<file path="config.mk">
export PLATFORM = sky130hd
export DESIGN_NAME = fetch_stage
export DESIGN_NICKNAME = d
export VERILOG_FILES = /design/src/rtl/fetch_stage.sv
export SDC_FILE = /design/constraint.sdc
export NUM_CORES = 1
export LEC_CHECK = 0
export ABC_AREA = 1
export BUFFER_PORTS_ARGS = -buffer_cell sky130_fd_sc_hd__clkbuf_2
export CAP_MARGIN = 40
export CORE_MARGIN = 3
export CORE_UTILIZATION = 35
export CTS_CLUSTER_DIAMETER = 30
export DETAILED_ROUTE_END_ITERATION = 8
export PLACE_DENSITY_LB_ADDON = 0.25
export SLEW_MARGIN = 20
export SYNTH_ARGS = -nofsm -noshare
export SYNTH_HDL_FRONTEND = slang
export SYNTH_SLANG_ARGS = --single-unit
</file>
<file path="constraint.sdc">
create_clock -name clk -period 1.4 [get_ports clk]
set_input_delay 0.28 -clock clk [delete_from_list [all_inputs] [get_ports clk]]
set_output_delay 0.28 -clock clk [all_outputs]
set_load 0.005 [all_outputs]
</file>
<file path="src/rtl/fetch_stage.sv">
// fetch_stage: MIPS-Lite IF stage owning the PC and the IF/ID register, with stall, branch redirect and sticky halt.
// FETCH_PERF_CNT_EN adds saturating fetch/stall counters on fetchCount and stallCount.
module fetch_stage #(
  parameter int ADDRESSWIDTH = 32,
  parameter int INSTWIDTH = 32,
  parameter logic [ADDRESSWIDTH-1:0] RESET_PC = '0
) (
  input  logic                    clk,
  input  logic                    reset,
  input  logic                    hazardDetected,
  input  logic                    branchTaken,
  input  logic [ADDRESSWIDTH-1:0] branchTarget,
  input  logic                    haltSignal,
  output logic [ADDRESSWIDTH-1:0] imemAddr,
  input  logic [INSTWIDTH-1:0]    imemData,
  output logic [INSTWIDTH-1:0]    instrOut,
  output logic [ADDRESSWIDTH-1:0] pcOut,
  output logic                    validOut,
`ifdef FETCH_PERF_CNT_EN
  output logic [31:0]             fetchCount,
  output logic [31:0]             stallCount,
`endif
  output logic                    halted
);
  typedef enum logic {RUN, HALTED} state_t;
  state_t state, state_nx;
  logic [ADDRESSWIDTH-1:0] pc, pc_nx, pco_nx;
  logic [INSTWIDTH-1:0] instr_nx;
  logic valid_nx, halt_act, br_act, stall_act, norm_act;
  assign imemAddr = pc;
  assign halted = state == HALTED;
  always_comb begin
    halt_act = (state == HALTED) || haltSignal;
    br_act = !halt_act && branchTaken;
    stall_act = !halt_act && !branchTaken && hazardDetected;
    norm_act = !halt_act && !branchTaken && !hazardDetected;
    state_nx = halt_act ? HALTED : RUN;
    pc_nx = br_act ? {branchTarget[ADDRESSWIDTH-1:2], 2'b00} :
            norm_act ? pc + ADDRESSWIDTH'(4) : pc;
    instr_nx = norm_act ? imemData : stall_act ? instrOut : '0;
    pco_nx = norm_act ? pc : pcOut;
    valid_nx = norm_act || (stall_act && validOut);
  end
  always_ff @(posedge clk or negedge reset) begin
    if (!reset) begin
      state <= RUN;
      pc <= {RESET_PC[ADDRESSWIDTH-1:2], 2'b00};
      instrOut <= '0;
      pcOut <= '0;
      validOut <= 1'b0;
    end else begin
      state <= state_nx;
      pc <= pc_nx;
      instrOut <= instr_nx;
      pcOut <= pco_nx;
      validOut <= valid_nx;
    end
  end
`ifdef FETCH_PERF_CNT_EN
  always_ff @(posedge clk or negedge reset) begin
    if (!reset) begin
      fetchCount <= '0;
      stallCount <= '0;
    end else begin
      if (norm_act && fetchCount != '1) fetchCount <= fetchCount + 32'd1;
      if (stall_act && stallCount != '1) stallCount <= stallCount + 32'd1;
    end
  end
`endif
endmodule
</file>
[Word-level counts from Yosys, hierarchy flattened]
Index checks and enable logic that the tools add are counted.
Storage, ports and cells
  register bits: 98
  bits of input ports: 69
  logic and storage cells: 23
Operators by class
  add/subtract/negate cells: 1
  equal/unequal tests: 1
  multiplexer cells: 5
  reduce and logical (&&, ||, !) cells: 11
Operator list (count)
  32-bit two-way mux: 4
  32-bit by 3-bit adder with 32-bit output, second input constant: 1
  1-bit logical AND: 5
  1-bit logical NOT: 3
  1-bit logical OR: 2
  2-bit by 1-bit != test with 1-bit output, second input constant: 1
  2-bit nonzero test: 1
  1-bit two-way mux: 1

[Depth between registers and ports, before layout]
  word-level depth: 6
  depth in mapped cells: 10
  gate-level depth less buffers: 10

[Worst setup path before layout]
OpenSTA, ideal clock, no wires.
  kind: register to register
  from: reg pc[3], in the netlist imemAddr[3]
  to: reg pc[24], in the netlist imemAddr[24]
  data arrival time: 1.339 ns
  data required time: 1.284 ns
  slack: -0.055 ns
  stages on the path, launching flop included: 11
  period minus slack after synthesis: 1.455 ns
  cell sequence: dfrtp_1 ha_1 nand2_1 nor2_2 nand2_1 nor2_1 nand2_1 nand2_1 nand3_1 nand2_1 nand2_1
On the way
  cells in the longest elaborated chain, start to end: 3
Ends and longest elaborated chain
  from (decl): line 27  | logic [ADDRESSWIDTH-1:0] pc, pc_nx, pco_nx;
  from (signal assigned): line 47  | pc <= {RESET_PC[ADDRESSWIDTH-1:2], 2'b00};
  from (signal assigned): line 53  | pc <= pc_nx;
  32-bit by 3-bit adder with 32-bit output: line 39  | norm_act ? pc + ADDRESSWIDTH'(4) : pc;
  32-bit two-way mux: line 39
  32-bit two-way mux: line 38  | pc_nx = br_act ? {branchTarget[ADDRESSWIDTH-1:2], 2'b00} :
No other way between the ends. The select of a mux whose other input is x is not followed.
A chain may end at the register's enable or synchronous reset.

[Worst setup path after layout]
  from: reg pc[3], in the netlist imemAddr[3]
  to: reg pc[26], in the netlist imemAddr[26]
The elaborated chain is that of the path after synthesis.

==> flow_summary.ini <==
[clocking]
cts_buffer_depth = 2
cts_buffers = 9
cts_htree_levels = 3
cts_hold_buffers = 0
cts.sinks = 94
clkTransAtPathRegs_ns = 0.06
clk_latency_ns = 0.35
tritoncts = done
root_buffer = clkbuf_16

[sta]
setup_ws_ns = -0.149
slew_viol_final = 0
tns_ns = -3.67
tightest_slew_ns = 0.505
final_hold_viol_count = 16
whs_ns = -0.00983
max_freq_mhz = 646
skew_ns = 0.00832
rsz0062_at_grt = yes
period_needed_ns = 1.55
setup_violations = 71
period_share_pct = 111
relSlewSlack_pct = 66.3

[worst_setup_path]
crit_top_cell = nand2_1
path_cells = ha_2 > nand2_2 > nor2_4 > nand2_4 > nor2_4 > nand2_1 > nand2_1 > nand3_1 > nand2_1 > nand2_1
ff2ff_setup_slack_ns = -0.15
critPathLaunchType = flop
worst_ep_arrival_time_ns = 1.79
cp_slowest_cell = dfrtp_1
reg2reg_to = imemAddr[26]
cp_max_fo = 5
worstPathRequired_ns = 1.64
r2r-start = imemAddr[3]
rr_worst_depth = 10
critPathKind = flop to flop
cp_slowest_stage_delay_ns = 0.39
crit_path_end_kind = flop

[drt]
ant_nets = 0
vias = 4958
firstDrtPassIters = 5
avgViaCountPerCell = 4.79
drt_iter0_markers = 284
drc = 0
avgRoutedWirePerCell_um = 14.7
routed_wl_um = 15200

[final_layout]
fin_cells = 1034
n_antenna_cell = 0
design_area_um2 = 7240
nets = 927
final_common_cell = nand2_1
drive_above_1_share_pct = 43.2
final_cell_mix = 160 x nand2_1, 158 x clkbuf_2, 94 x dfrtp_1
syn2layout_area_growth_pct = 56.3

[power]
p_switching_w = 0.00200
total_power_w = 0.00713
p_clk_share_pct = 35.4
seqPwrFrac_pct = 43.3
swShare_pct = 28.0
cellPowerDensity_nw_per_um2 = 985
internal_power_w = 0.00513
comb_power_share_pct = 21.4
ir_drop_uv = 525
leakagePower_nw = 3.77

[floorplanning]
core-area_um2 = 12800
die_h_um = 121
die_area_um2 = 14600
core.rowCount = 41
die_w_um = 121
start_util_pct = 36.3
ioPinCount = 167

[global_route]
grt_pass1_vias = 4623
grtUsageTotal_pct = 19.0
antenna_found_initial = 0
grt.overflow.total = 0
grt_max_degree = 95
grt_pass1_wl_um = 22200

[synth]
synthCells = 614
ys_ff_latch = 94
avgSynthCellArea_um2 = 7.54
synth_area_um2 = 4630
ys_seq_area_share_pct = 50.8
synth.distinct_cells = 29
yosysWarnings = 0

[placed_design]
dpl-instance-area_um2 = 6140
dp_cells = 991
dp_hpwl_um = 10200
routabilityCongestion = 0.853
port_buffers = 160

[min_path]
hold_path_class = input port to async pin

[run]
drv_cap = 0

[status]
violations = hold timing, setup timing
status = finished, violations left
==> synthesized netlist by cell type, drive strengths merged <==
cell	n	share of area [%]
nand2	194	16
dfrtp	94	51
nor2	78	7.3
o21ai	76	8.2
inv	72	5.8
nand3	35	3.8
buf	19	2.5
a21oi	13	1.4
clkbuf	10	0.81
o22ai	5	0.68
xor2	4	0.76
nand3b	2	0.32
or2	2	0.27
a211oi	1	0.16
a21boi	1	0.16
a31oi	1	0.14
a32oi	1	0.19
and2	1	0.14
conb	1	0.081
ha	1	0.27
nand4	1	0.14
nor3	1	0.11
o211ai	1	0.16
==> power groups by stage <==
| stage | registers (W) | clock network (W) | logic, W |
|---|---|---|---|
| 2_1_floorplan | 0.00314 | 0 | 0.000473 |
| 3_3_place_gp | 0.00311 | 0 | 0.00128 |
| 3_5_place_dp | 0.00312 | 0 | 0.00130 |
| 4_1_cts | 0.00307 | 0.00257 | 0.00136 |
| 5_1_grt | 0.00311 | 0.00271 | 0.00168 |
| 6_report | 0.00308 | 0.00252 | 0.00152 |
==> through the flow <==
step	setup WS (ns)	utilization, %
after global placement	-0.116	48.0
after floorplan	-0.0198	-
after CTS	-0.104	51.2
after global routing	-0.236	56.7
after detailed placement	-0.190	48.0
final	-0.149	56.7
==> what timing repair did <==
action	CTS	global route
gates cloned	0	7
endpoints found under the setup margin	32	42
gates resized for setup	29	161
pin swaps	7	31
setup buffers	2	18
==> worst max-delay path by stage <==
| stage | to | startpoint | depth (start not counted) | slack (ns) |
|---|---|---|---|---|
| final | imemAddr[26] | imemAddr[3] | 10 | -0.15 |
| after global routing | imemAddr[24] | imemAddr[3] | 10 | -0.24 |
| after CTS | imemAddr[8] | imemAddr[2] | 8 | -0.10 |
| after detailed placement | imemAddr[28] | imemAddr[2] | 10 | -0.19 |
| after global placement | imemAddr[28] | imemAddr[2] | 10 | -0.12 |
| after floorplan | imemAddr[28] | imemAddr[3] | 10 | -0.02 |
==> flip-flops by register name (all words and copies together), names as in the netlist <==
register  flops
instrOut     32
imemAddr     30
pcOut        30
halted        1
validOut      1
==> critical path, delay by kind of cell, from the launching register on <==
kind | cells | cell delay (ns)
adder cells (fa/ha/maj) | 1 | 0.21
flip-flops | 1 | 0.39
AND/OR/NAND/NOR | 9 | 0.83
==> kinds of logic after synthesis <==
logic type               Yosys count  synth area share (%)
flip-flops                        94                  50.8
AO/OA/AOI/OAI                     99                  11.1
adder cells (fa/ha/maj)            1                 0.270
other                              1                0.0810
XOR/XNOR                           4                 0.756
AND/OR/NAND/NOR                  314                  27.9
buffers and inverters            101                  9.11
==> area by class of cell <==
cell class                      instances  area, µm²
Tap cell                              172        215
Fill cell                            1172       5540
Sequential cell                        94       2350
Clock inverter                          4       45.0
Timing Repair Buffer                  258       1840
Inverter                               72        273
Multi-Input combinational cell        422       2260
Clock buffer                           12        256
==> per-layer routing <==
layer	up-vias	share of wire, %	routed length, µm	GRT usage, %
li1	2413	-	-	-
met1	2342	43	6510	24.8
met2	178	48	7250	30.1
met3	25	7.0	1060	4.90
met4	0	2.2	326	7.93
met5	-	0	0	0
Power figures use the tool's default switching activity.
